--- src/rtl/execute_muldiv.sv ---
// Iterative RV32M multiply/divide unit for the execute stage.
// Shift-add multiply and restoring divide on magnitudes, with sign fix-up in a final cycle.
module execute_muldiv #(
  parameter int WIDTH     = 32,
  parameter int STEP      = 1,
  parameter int ZERO_SKIP = 1
) (
  input  logic             clk_i,
  input  logic             rst_ni,
  input  logic             start_i,
  input  logic [2:0]       op_i,
  input  logic [WIDTH-1:0] a_i,
  input  logic [WIDTH-1:0] b_i,
  input  logic             kill_i,
  input  logic             hold_i,
  output logic             stall_o,
  output logic             done_o,
  output logic [WIDTH-1:0] result_o
);

  localparam int ITER = WIDTH / STEP;
  localparam int CW   = $clog2(ITER + 1);

  typedef enum logic [1:0] {S_IDLE, S_RUN, S_FIX, S_DONE} state_t;

  state_t               state_q, state_d;
  logic [2:0]           op_q, op_d;
  logic [WIDTH-1:0]     mcand_q, mcand_d;
  logic [2*WIDTH-1:0]   acc_q, acc_d;
  logic                 neg_res_q, neg_res_d;
  logic                 neg_rem_q, neg_rem_d;
  logic [CW-1:0]        cnt_q, cnt_d;
  logic [WIDTH-1:0]     result_q, result_d;

  logic                 is_div, sign_a, sign_b;
  logic [WIDTH-1:0]     mag_a, mag_b;
  logic [WIDTH-1:0]     int_min;
  logic [2*WIDTH-1:0]   step_acc, prod;
  logic [WIDTH-1:0]     quot, rem;
  logic [WIDTH:0]       sum, trial, diff;

  assign int_min = {1'b1, {(WIDTH-1){1'b0}}};
  assign is_div  = op_i[2];
  assign sign_a  = a_i[WIDTH-1] & ((op_i == 3'd1) | (op_i == 3'd2) | (op_i == 3'd4) | (op_i == 3'd6));
  assign sign_b  = b_i[WIDTH-1] & ((op_i == 3'd1) | (op_i == 3'd4) | (op_i == 3'd6));
  assign mag_a   = sign_a ? -a_i : a_i;
  assign mag_b   = sign_b ? -b_i : b_i;

  // Multiply: low half holds the multiplier, shifted out LSB first.
  // Divide: high half is the partial remainder, low half shifts dividend out / quotient in.
  always_comb begin
    step_acc = acc_q;
    sum      = '0;
    trial    = '0;
    diff     = '0;
    for (int i = 0; i < STEP; i++) begin
      if (op_q[2]) begin
        trial = step_acc[2*WIDTH-1:WIDTH-1];
        diff  = trial - {1'b0, mcand_q};
        if (!diff[WIDTH]) step_acc = {diff[WIDTH-1:0], step_acc[WIDTH-2:0], 1'b1};
        else              step_acc = {trial[WIDTH-1:0], step_acc[WIDTH-2:0], 1'b0};
      end else begin
        sum      = {1'b0, step_acc[2*WIDTH-1:WIDTH]} + (step_acc[0] ? {1'b0, mcand_q} : '0);
        step_acc = {sum, step_acc[WIDTH-1:1]};
      end
    end
  end

  assign prod = neg_res_q ? -acc_q : acc_q;
  assign quot = neg_res_q ? -acc_q[WIDTH-1:0] : acc_q[WIDTH-1:0];
  assign rem  = neg_rem_q ? -acc_q[2*WIDTH-1:WIDTH] : acc_q[2*WIDTH-1:WIDTH];

  always_comb begin
    state_d   = state_q;
    op_d      = op_q;
    mcand_d   = mcand_q;
    acc_d     = acc_q;
    neg_res_d = neg_res_q;
    neg_rem_d = neg_rem_q;
    cnt_d     = cnt_q;
    result_d  = result_q;
    case (state_q)
      S_IDLE: begin
        if (start_i && !kill_i) begin
          op_d      = op_i;
          neg_res_d = sign_a ^ sign_b;
          neg_rem_d = sign_a;
          cnt_d     = CW'(ITER);
          if (is_div && (b_i == '0)) begin
            result_d = op_i[1] ? a_i : '1;
            state_d  = S_DONE;
          end else if (is_div && !op_i[0] && (a_i == int_min) && (b_i == '1)) begin
            result_d = op_i[1] ? '0 : a_i;
            state_d  = S_DONE;
          end else if ((ZERO_SKIP != 0) && !is_div && ((a_i == '0) || (b_i == '0))) begin
            result_d = '0;
            state_d  = S_DONE;
          end else begin
            mcand_d = is_div ? mag_b : mag_a;
            acc_d   = is_div ? {{WIDTH{1'b0}}, mag_a} : {{WIDTH{1'b0}}, mag_b};
            state_d = S_RUN;
          end
        end
      end
      S_RUN: begin
        acc_d = step_acc;
        cnt_d = cnt_q - CW'(1);
        if (cnt_q == CW'(1)) state_d = S_FIX;
      end
      S_FIX: begin
        if (!kill_i) begin
          case (op_q)
            3'd0:                result_d = prod[WIDTH-1:0];
            3'd1, 3'd2, 3'd3:    result_d = prod[2*WIDTH-1:WIDTH];
            3'd4, 3'd5:          result_d = quot;
            default:             result_d = rem;
          endcase
        end
        state_d = S_DONE;
      end
      default: begin
        if (!hold_i) state_d = S_IDLE;
      end
    endcase
    if (kill_i) state_d = S_IDLE;
  end

  always_ff @(posedge clk_i or negedge rst_ni) begin
    if (!rst_ni) begin
      state_q   <= S_IDLE;
      op_q      <= '0;
      mcand_q   <= '0;
      acc_q     <= '0;
      neg_res_q <= 1'b0;
      neg_rem_q <= 1'b0;
      cnt_q     <= '0;
      result_q  <= '0;
    end else begin
      state_q   <= state_d;
      op_q      <= op_d;
      mcand_q   <= mcand_d;
      acc_q     <= acc_d;
      neg_res_q <= neg_res_d;
      neg_rem_q <= neg_rem_d;
      cnt_q     <= cnt_d;
      result_q  <= result_d;
    end
  end

  assign stall_o  = ((state_q == S_IDLE) && start_i && !kill_i) || (state_q == S_RUN) || (state_q == S_FIX);
  assign done_o   = (state_q == S_DONE);
  assign result_o = result_q;

endmodule
--- config.mk ---
export PLATFORM = sky130hd
export DESIGN_NAME = execute_muldiv
export DESIGN_NICKNAME = d
export VERILOG_FILES = /design/src/rtl/execute_muldiv.sv
export SDC_FILE = /design/constraint.sdc
export NUM_CORES = 1
export LEC_CHECK = 0
export CAP_MARGIN = 20
export CORE_ASPECT_RATIO = 1.1
export CORE_MARGIN = 3
export CORE_UTILIZATION = 52
export DETAILED_ROUTE_END_ITERATION = 8
export PLACE_DENSITY = 0.73
export REMOVE_ABC_BUFFERS = 1
export SYNTH_ARGS = -nofsm -noshare
export SYNTH_HDL_FRONTEND = slang
export SYNTH_SLANG_ARGS = --single-unit
--- constraint.sdc ---
create_clock -name clk_i -period 3.8 [get_ports clk_i]
set_input_delay 0.95 -clock clk_i [delete_from_list [all_inputs] [get_ports clk_i]]
set_output_delay 0.95 -clock clk_i [all_outputs]
set_load 0.005 [all_outputs]
# Word-level counts from Yosys, hierarchy flattened

Index checks and enable logic that the tools add are counted.

Logic and storage cells: 113
Output and inout bits: 34
Bits in registers: 141
Input port bits: 72

Bitwise gates (word level): 11
$add $sub $neg: 8
Reduce and logical (&&, ||, !) cells: 28
Eq/ne operators: 24
Muxes and demuxes: 34

Operators by type and width:

| cell                                             | number |
|---|---|
| 2-to-1 mux 32 bit                                | 14 |
| 2-to-1 mux 64 bit                                | 7 |
| negator 32 bit                                   | 4 |
| case mux 64 bit (2 select lines)                 | 1 |
| case mux 32 bit (3 select lines)                 | 1 |
| == test 32 bit, second input constant            | 2 |
| logical NOT 32 bit                               | 2 |
| negator 64 bit                                   | 1 |
| case mux 32 bit (2 select lines)                 | 1 |
| adder 32 x 32 -> 33 bit                          | 1 |
| subtractor 33 x 32 -> 33 bit                     | 1 |
| 2-to-1 mux 2 bit                                 | 7 |
| == test 3 bit, second input constant             | 4 |
| case mux 6 bit (2 select lines)                  | 1 |
| inequality test 2 bit, second input constant     | 5 |
| AND reduction 5 bit                              | 2 |
| == test 3 x 2 -> 1 bit, second input constant    | 3 |
| logical AND 1 bit                                | 8 |
| == test 3 x 1 -> 1 bit, second input constant    | 2 |
| == test 6 x 1 -> 1 bit, second input constant    | 1 |
| 2-to-1 mux 6 bit                                 | 1 |
| inequality test 3 bit, second input constant     | 2 |
| case mux 2 bit (3 select lines)                  | 1 |
| subtractor 6 x 1 -> 6 bit, second input constant | 1 |
| 18 further kinds                                 | 32 |

# Longest topological paths before layout

Gate-level depths: netlist of run 1.

Depth after elaboration: 12
Depth in mapped cells: 14
Depth with buffers taken out: 13

# Least setup slack after synthesis of run 1

Ideal clock, no wire load.

Kind: input port to flip-flop
From: input b_i[6]
To: register acc_q[62]
Arrival time: 3280 ps
Setup time: 124 ps
Path slack: 396 ps
Data required time: 3676 ps
Cell stages on the path: 12
Cell sequence: clkbuf_1 -> or4_1 -> nor4_2 -> nand4_1 -> o221ai_2 -> or2_0 -> buf_2 -> a21o_1 -> buf_4 -> a21oi_1 -> a22o_1 -> a211o_1

Cells in the longest elaborated chain, start to end: 5
Elaborated cells on any way between the ends: 10
Classes of those cells: eq/ne: 4; reduce/logical: 6

RTL lines:

| item                                     | RTL line | source |
|---|---|---|
| from (decl)                              | 13       | `input logic [WIDTH-1:0] b_i,` |
| logical NOT 32 bit                       | 89, 95   |  |
| logical OR 1 bit                         | 95       | `end else if ((ZERO_SKIP != 0) && !is_div && ((a_i == '0) \|\| (b_i == '0))) begin` |
| logical AND 1 bit                        | 95       |  |
| inequality test 2 bit (no source line)   | --       |  |
| AND reduction 5 bit (no source line) (*) | --       |  |
| to (signal assigned)                     | 133      | `acc_q <= '0;` |
| to (signal assigned)                     | 142      | `acc_q <= acc_d;` |
| to (decl)                                | 29       | `logic [2*WIDTH-1:0] acc_q, acc_d;` |

Mark *: on every way between the ends. The rest lies on a longest branch, timed or not.
A chain may end at the register's enable or synchronous reset.

# Worst setup path after layout of run 1

From: register acc_q[0]
To: register acc_q[62]

Cells in the longest elaborated chain, start to end: 4

RTL lines:

| item                             | RTL line | source |
|---|---|---|
| 2-to-1 mux 32 bit                | 63       | `sum = {1'b0, step_acc[2*WIDTH-1:WIDTH]} + (step_acc[0] ? {1'b0, mcand_q} : '0);` |
| adder 32 x 32 -> 33 bit          | 63       |  |
| 2-to-1 mux 64 bit                | 57       | `if (op_q[2]) begin` |
| case mux 64 bit (2 select lines) | 82       | `case (state_q)` |

No other way between the ends.

==> results of run 1 <==
## routing by layer
| metal | vias to the layer above | routed length [um] |
|---|---|---|
| met3 | 120 | 4380 |
| met2 | 781 | 24700 |
| met4 | 0 | 1880 |
| met5 | - | 0 |
| met1 | 7660 | 22200 |
| li1 | 7664 | - |
## through the flow
| stage | instance area [um^2] | util (%) | instances | hold slack [ns] |
|---|---|---|---|---|
| final | 18300 | 63.4 | 2564 | 0.484 |
| after global routing | 18300 | 63.4 | 2564 | 0.506 |
| after CTS | 18200 | 63.4 | 2564 | 0.488 |
| after detailed placement | 17700 | 61.3 | 2532 | 0.470 |
| after global placement | 17700 | 61.3 | 2532 | 0.462 |
| after floorplan | 14600 | - | 1876 | 0.450 |
## repair_timing
action	4_1_cts	5_1_grt
gates resized for setup	0	2
endpoints found under the setup margin	0	3
hold buffers	0	0
## sequential cells by signal (all words and copies together), names as in the netlist
| register | count |
|---|---|
| mcand_q | 32 |
| state_q | 2 |
| neg_res_q | 1 |
| neg_rem_q | 1 |
| op_q | 3 |
| cnt_q | 6 |
| acc_q | 64 |
| result_o | 32 |
## area by class of cell
type	count	area, um^2
clock buffers	21	460
clock inverters	11	118
fillers	2640	10500
inverters	65	244
multi-input cells	1670	10900
flip-flops and latches	141	3530
well taps	368	460
repair buffers	288	2570
## synthesized netlist by cell type (all sizes together) (44+ instances only)
| library cell | n | share of area [%] |
|---|---|---|
| nor2 | 237 | 5.9 |
| ha | 75 | 6.2 |
| a21oi | 157 | 5.2 |
| xnor2 | 78 | 4.5 |
| dfrtp | 141 | 23 |
| nand2 | 189 | 4.7 |
| clkbuf | 100 | 2.5 |
| xor2 | 123 | 7.1 |
| o21ai | 205 | 6.8 |
| inv | 65 | 1.6 |
| o31ai | 51 | 2.6 |
| buf | 44 | 1.6 |
## kinds of logic (layout without fill, tap and decap cells)
family	count (synthesis)	after routing
buffers and inverters	210	385
adders and majority gates	77	77
AOI/OAI and AO/OA	677	677
muxes	66	66
xor gates and xnor gates	201	201
and+or+nand+nor	649	649
DFF	141	141
## power breakdown
part	leakage, nW	switching, mW	internal [mW]	total [mW]
combinational	5.74	7.26	4.87	12.1
clock	0.283	0.686	0.996	1.68
sequential	1.79	0.968	2.18	3.14
## tightest hold or removal path, stage by stage, from the launching register on
cell	delay [ns]
dfrtp_1	0.35
nand2_1	0.05
o21ai_0	0.06
## how the worst max path moves through the flow
stage | startpoint | end | slack, ns
finish | acc_q[0] | acc_q[62] | 0.19
detailed placement | b_i[15] | acc_q[27] | -0.22
floorplan | a_i[11] | acc_q[53] | -1.69
global placement | a_i[11] | acc_q[60] | -0.16
global route | acc_q[0] | result_o[8] | 0.001
CTS | acc_q[0] | acc_q[60] | 0.13
==> impl_metrics.yaml, run 1 <==
finish:
  final_cell_mix: "236 x nor2_1, 188 x nand2_1, 176 x o21ai_0"
  nets: 2332
  final_common_cell: "nor2_1"
  antennaDiodeCount: 0
  syn_to_final_growth_pct: 19.8
  drive_gt1_share_pct: 13.8
grt:
  gr-total-overflow: 0
  grt_use_met1_pct: 45.1
  grt_use_total_pct: 33.6
  use_met2_pct: 55.5
  antenna_found_initial: 1
  grt_pass1_wl_um: 83800
  grt_max_degree: 103
  grt_pass1_vias: 15439
  grtUsageMet3_pct: 4.93
  grt_busiest_layer: "met2"
worst_setup_path:
  critPathMaxFanout: 32
  crit_chain: "inv_1, buf_12, nor2_1, ha_1, o21ai_0, nor3_1, a21oi_1, a31oi_2, a211oi_1, nor3_2, a221oi_1, mux2i_1, a211o_1"
  crit_type: "reg -> reg"
  r2r-end: "acc_q[62]"
  crit_buf_inv: 2
  crit_path_start_kind: "flop"
  crit_path_end_kind: "flop"
  cp.arrival_ns: 3.93
  worst-r2r-setup-slack_ns: 0.19
  cp_num_cells: 13
  worstReg2RegStart: "acc_q[0]"
  ff2ff_path_depth: 13
  slowest_delay_ns: 0.47
  path_delay_family: "compound AO/OA/AOI/OAI gates"
  worstPathRequired_ns: 4.12
  slowest_stage: "a211oi_1"
floorplanning:
  start_util_pct: 52.9
  die-height_um: 186
  pin_count: 106
  fp.dieW_um: 169
  dieArea_mm2: 0.0314
  coreArea_mm2: 0.0288
  rows: 65
sta:
  worstMarginPinSlew_ns: 1.00
  final-max-slew-violation-count: 0
  post-route-period-util_pct: 94.9
  rsz0062_at_grt: "false"
  slew-limit-headroom_pct: 33.3
  finalSetupTns_ns: 0
  setup_violations: 0
  hold_viol_final: 0
  clock_skew_ns: 0.0101
  period_minus_slack_ns: 3.61
  worst_slack_ns: 0.195
  max_freq_mhz: 277
synth:
  ys_ff_latch: 141
  synth_compound_area_share_pct: 28.5
  ys_warn_count: 0
  synthMuxAreaShare_pct: 4.62
  synth_edf_count: 0
  yosys.area_share.simple_pct: 20.0
  syn-mean-instance-area_um2: 7.54
  synthDistinctLibCells: 85
  ys.flop_type: "dfrtp_1"
  postSynthCellCount: 2021
  synthXorXnorAreaFrac_pct: 11.6
  synth_fa_ha_area_share_pct: 6.42
  synth_top_family_by_area: "compound AO/OA/AOI/OAI gates"
  syn_area_mm2: 0.0152
  async_flop_share_pct: 100
  ys_seq_area_share_pct: 23.2
worst_hold_path:
  hp-class: "reg -> reg"
  worstHoldPathCells: 2
  whs_endpoint: "mcand_q[2]"
  worstHoldStart: "mcand_q[2]"
clock_tree:
  cts_buffer_depth: 2
  cts_tree: "yes"
  cts_setup_buffers: 0
  cts_root_buffer: "clkbuf_16"
  htreeDepth: 4
  numCtsBuffers: 17
  clkSinkCount: 141
  clk_pin_slew_ns: 0.06
  clk_latency_ns: 0.44
drt:
  drtIter0Drc: 1560
  vias: 16225
  antenna_left: 0
  routed_via_density: 6.33
  drc_errors: 0
  drtPass1Iterations: 6
  routed_wl_um: 53100
  wl_per_cell_um: 20.7
pwr:
  cellLeakagePower_nw: 7.82
  ir_worst_vdd_v: 0.000571
  power.total_mw: 17.0
  p_per_area_mw_per_mm2: 929
place:
  dp_hpwl_um: 41700
  place_ws_ns: -0.223
  port_buffers: 105
  gp_congestion: 1.00
flow_run:
  drv_cap: 0
status:
  outcome: "finished clean"
Power figures use the tool's default switching activity.
==> run 2: changes to the inputs <==
--- a/config.mk
+++ b/config.mk
@@ -6,7 +6,7 @@
 export NUM_CORES = 1
 export LEC_CHECK = 0
 export CAP_MARGIN = 20
-export CORE_ASPECT_RATIO = 1.1
+export CORE_ASPECT_RATIO = 0.7
 export CORE_MARGIN = 3
 export CORE_UTILIZATION = 52
 export DETAILED_ROUTE_END_ITERATION = 8
==> run 2 against run 1 <==
Effect of this change: via count rose by 1.7%; core utilization grew 1.1 points; sequential share of layout area is essentially flat; global-route usage grew 0.72 points; die area barely moved; count of clock-buffer cells in the layout is 2 lower; maximum frequency barely moved; flip-flop and latch count is the same; sequential power increased by 4%; hold slack got worse by 0.012 ns; clock power is 4% higher; largest power group unchanged; clock skew about the same.
==> impl_metrics.yaml, run 2 (same netlist as run 1, synthesis figures left out) <==
status:
  outcome: "finished clean"
floorplanning:
  die-height_um: 149
  fp.dieW_um: 211
  coreArea_mm2: 0.0283
  rows: 51
  pin_count: 106
  start_util_pct: 53.8
  dieArea_mm2: 0.0314
sta:
  worstMarginPinSlew_ns: 0.823
  setup_violations: 0
  slew-limit-headroom_pct: 45.2
  hold_viol_final: 0
  clock_skew_ns: 0.0102
  period_minus_slack_ns: 3.61
  worst_slack_ns: 0.191
  finalSetupTns_ns: 0
  final-max-slew-violation-count: 0
  rsz0062_at_grt: "false"
  holdWs_ns: 0.472
  max_freq_mhz: 277
  post-route-period-util_pct: 95.0
worst_setup_path:
  crit_path_start_kind: "flop"
  critPathMaxFanout: 25
  cp.arrival_ns: 3.89
  crit_path_end_kind: "flop"
  worst-r2r-setup-slack_ns: 0.19
  crit_type: "reg -> reg"
  worstPathRequired_ns: 4.09
pwr:
  p_comb_share_pct: 70.7
  cellLeakagePower_nw: 7.79
  p_sw_mw: 9.02
  ir_worst_vdd_v: 0.000678
  intPower_mw: 7.97
  seqPwrFrac_pct: 19.1
  p_per_area_mw_per_mm2: 930
  p_clk_share_pct: 10.2
  power.total_mw: 17.0
  p_sw_share_pct: 53.1
drt:
  wl_per_cell_um: 21.4
  routed_wl_um: 55000
  drtPass1Iterations: 8
  drc_errors: 0
  drtIter0Drc: 2157
  antenna_left: 0
  routed_via_density: 6.42
  vias: 16507
finish:
  post-route-util_pct: 64.5
  final_cell_mix: "236 x nor2_1, 188 x nand2_1, 178 x buf_4"
  final_common_cell: "nor2_1"
  drive_gt1_share_pct: 14.2
  nets: 2335
  instances_no_fill: 2570
  largest-register: "acc_q"
  largest_register_ff_count: 64
  antennaDiodeCount: 0
  syn_to_final_growth_pct: 20.0
  final_area_mm2: 0.0183
clock_tree:
  cts_root_buffer: "clkbuf_16"
  htreeDepth: 4
  hold_buffers: 0
  cts_setup_buffers: 0
  cts_buffer_depth: 2
  clk_pin_slew_ns: 0.06
  cts_tree: "yes"
  numCtsBuffers: 17
  clkSinkCount: 141
  clk_latency_ns: 0.45
flow_run:
  drv_cap: 0
grt:
  gr-total-overflow: 0
  grt_pass1_wl_um: 84700
  antenna_found_initial: 0
  grt_use_total_pct: 34.3
  grt_pass1_vias: 15038
  grt_max_degree: 90
place:
  postPlaceCellArea_mm2: 0.0176
  port_buffers: 105
  dp_hpwl_um: 43100
  place_ws_ns: -0.204
  dpl.cell_count: 2538
  gp_congestion: 0.998
worst_hold_path:
  hp-class: "in -> async"
==> run 2: cell type report <==
| cell class | instances | area, um^2 |
|---|---|---|
| Tap cell | 371 | 464 |
| Fill cell | 2520 | 10100 |
| Inverter | 65 | 248 |
| Timing Repair Buffer | 291 | 2560 |
| Clock buffer | 19 | 453 |
| Sequential cell | 141 | 3530 |
| Multi-Input combinational cell | 1670 | 10900 |
| Clock inverter | 13 | 141 |
==> run 2: power groups by stage <==
stage                     combinational [mW]  clock [mW]  sequential, mW
final                                   12.0        1.74            3.25
after global routing                    13.1        1.81            3.34
after detailed placement                11.6           0            3.22
after floorplan                         8.00           0            3.06
after CTS                               11.7        1.74            3.20
after global placement                  11.4           0            3.18
==> run 2: critical path, stage by stage, from the launching register on <==
cell and delay, ns:
dfrtp_1 0.54, inv_1 0.17, fa_1 0.45, nand2b_1 0.21, a21oi_1 0.27, o21a_1 0.27, o21ai_0 0.21, nand2_1 0.19
o311ai_1 0.17, nor2_2 0.20, buf_12 0.24, mux2i_1 0.30, o221ai_1 0.20
==> run 2: worst paths after layout <==
check,endpoint,depth (start not counted),start
setup / recovery,acc_q[39],12,acc_q[32]
hold / removal,acc_q[57],1,rst_ni
setup reg to reg,acc_q[39],12,acc_q[32]
hold reg to reg,result_o[27],2,result_o[27]
max in group asynchronous,mcand_q[23],2,rst_ni
min in group clk_i,result_o[27],2,result_o[27]
==> run 2: what timing repair did <==
action,4_1_cts,5_1_grt
setup endpoints to repair,0,8
endpoints found under the hold margin,0,0
resized for setup,0,8
==> run 2: layer usage <==
metal	vias up	share of wire [%]	global-route usage, %
met5	-	0	0
met4	0	2.6	9.40
met3	96	11	9.06
met2	809	42	49.6
met1	7924	45	50.5
li1	7678	-	-
==> run 3: changes to the inputs <==
--- a/config.mk
+++ b/config.mk
@@ -10,7 +10,10 @@
 export CORE_MARGIN = 3
 export CORE_UTILIZATION = 52
 export DETAILED_ROUTE_END_ITERATION = 8
-export PLACE_DENSITY = 0.73
+export DONT_BUFFER_PORTS = 1
+export GPL_TIMING_DRIVEN = 0
+export PLACE_DENSITY = 0.68
+export RECOVER_POWER = 25
 export REMOVE_ABC_BUFFERS = 1
 export SYNTH_ARGS = -nofsm -noshare
 export SYNTH_HDL_FRONTEND = slang
==> run 3 against run 2 <==
Effect of this change: design area is 10% lower; combinational power fell by 7%; via count shrank 6.6%; global-route usage down 1.7 points; total power decreased by 4.4%; maximum frequency decreased by 4.6%; cell count decreased by 9.9%; critical endpoint is now acc_q[62]; largest cell class unchanged; largest power group unchanged.
==> impl_metrics.yaml, run 3 (same netlist as run 1, synthesis figures left out) <==
status:
  outcome: "finished clean"
pwr:
  p_per_area_mw_per_mm2: 991
  ir_worst_vdd_v: 0.000835
  cellLeakagePower_nw: 6.74
worst_setup_path:
  crit_type: "in -> reg"
  worstReg2RegStart: "acc_q[33]"
  worstPathRequired_ns: 4.14
  ff2ff_path_depth: 10
  cp.arrival_ns: 4.13
  crit_path_start_kind: "input port"
  crit_path_end_kind: "flop"
  critPathMaxFanout: 60
  worst-r2r-setup-slack_ns: 0.11
  r2r-end: "result_o[20]"
finish:
  nFillCells: 2675
  nets: 2080
  largest-register: "acc_q"
  final_cell_mix: "236 x nor2_1, 187 x nand2_1, 174 x o21ai_0"
  drive_gt1_share_pct: 9.31
  syn_to_final_growth_pct: 7.58
  antennaDiodeCount: 0
  final_common_cell: "nor2_1"
  largest_register_ff_count: 64
grt:
  grt_max_degree: 142
  grt_pass1_wl_um: 80100
  antenna_found_initial: 2
  grt_use_total_pct: 32.7
  grt_pass1_vias: 13791
  gr-total-overflow: 0
clock_tree:
  hold_buffers: 0
  cts_root_buffer: "clkbuf_16"
  cts_buffer_depth: 2
  htreeDepth: 4
  clkSinkCount: 141
  clk_latency_ns: 0.46
  clk_pin_slew_ns: 0.06
  cts_tree: "yes"
  numCtsBuffers: 17
sta:
  period_minus_slack_ns: 3.78
  final-max-slew-violation-count: 0
  setup_violations: 0
  slew-limit-headroom_pct: 29.3
  worstMarginPinSlew_ns: 1.06
  post-route-period-util_pct: 99.6
  finalSetupTns_ns: 0
  hold_viol_final: 0
  clock_skew_ns: 0.00827
  max_freq_mhz: 264
  worst_slack_ns: 0.0165
floorplanning:
  die-height_um: 149
  coreArea_mm2: 0.0283
  dieArea_mm2: 0.0314
  start_util_pct: 53.8
  pin_count: 106
  fp.dieW_um: 211
  rows: 51
drt:
  drtPass1Iterations: 6
  wl_per_cell_um: 22.6
  vias: 15420
  drc_errors: 0
  antenna_left: 0
  drtIter0Drc: 1863
  routed_via_density: 6.66
  routed_wl_um: 52400
place:
  port_buffers: 0
  gp_congestion: 0.928
  dp_hpwl_um: 39000
  place_ws_ns: -1.49
flow_run:
  drv_cap: 0
worst_hold_path:
  hp-class: "in -> async"
-- run 3: timing repair --
action / CTS / global route
cloned: 2 / 0
pin swaps: 4 / 7
endpoints found under the hold margin: 0 / 0
buffers inserted: 7 / 11
endpoints found under the setup margin: 49 / 36
gates resized for setup: 23 / 19
-- run 3: layer usage --
layer  GRT usage [%]  routed length, um  vias to the layer above
li1                -                  -                     7179
met1            48.5              24000                     7463
met2            45.4              21400                      694
met3            9.27               5400                       82
met4            10.0               1510                        2
met5               0                 11                        -
-- run 3: final cells by class --
cell class                 instances  area [um^2]  share of cell area, %
multi-input combinational       1671        11100                   67.7
timing repair inverter             1         7.51                 0.0458
sequential                       141         3530                   21.6
inverter                          65          248                   1.51
clock inverter                    13          118                  0.718
timing repair buffer              34          475                   2.90
clock buffer                      19          453                   2.76
tap                              371          464                   2.83
-- run 3: how the worst max path moves through the flow --
stage,slack (ns),end,from,cells past startpoint
2_1_floorplan,-1.69,acc_q[53],a_i[11],8
3_3_place_gp,-4.46,acc_q[53],a_i[21],8
3_5_place_dp,-1.49,acc_q[62],a_i[21],10
4_1_cts,0.004,acc_q[60],a_i[11],10
5_1_grt,-0.01,acc_q[62],a_i[27],10
6_report,0.02,acc_q[62],a_i[27],10
-- run 3: worst max-delay path, stage by stage --
cell and delay, ns:
or4_1 0.61, nor4_2 0.41, nand4_1 0.28, o221ai_4 0.28
or2_4 0.28, buf_16 0.26, a21o_4 0.31, a21oi_1 0.18
a22o_1 0.24, a211o_1 0.26
-- run 3: power breakdown --
| part | internal [mW] | switching, mW |
|---|---|---|
| combinational | 4.32 | 6.83 |
| clock | 0.934 | 0.743 |
| sequential | 2.17 | 1.24 |
| total | 7.43 | 8.81 |
-- run 3: metrics by stage --
stage / hold slack [ns] / utilization, % / total power, mW / instance area (um^2) / instances
global route: 0.171 / 57.9 / 17.5 / 16400 / 2315
CTS: 0.174 / 57.0 / 15.7 / 16100 / 2300
detailed placement: 0.472 / 54.2 / 13.9 / 15400 / 2259
global placement: 0.465 / 53.2 / 13.5 / 15100 / 2247
finish: 0.189 / 57.9 / 16.2 / 16400 / 2315
floorplan: 0.450 / - / 11.1 / 14600 / 1876
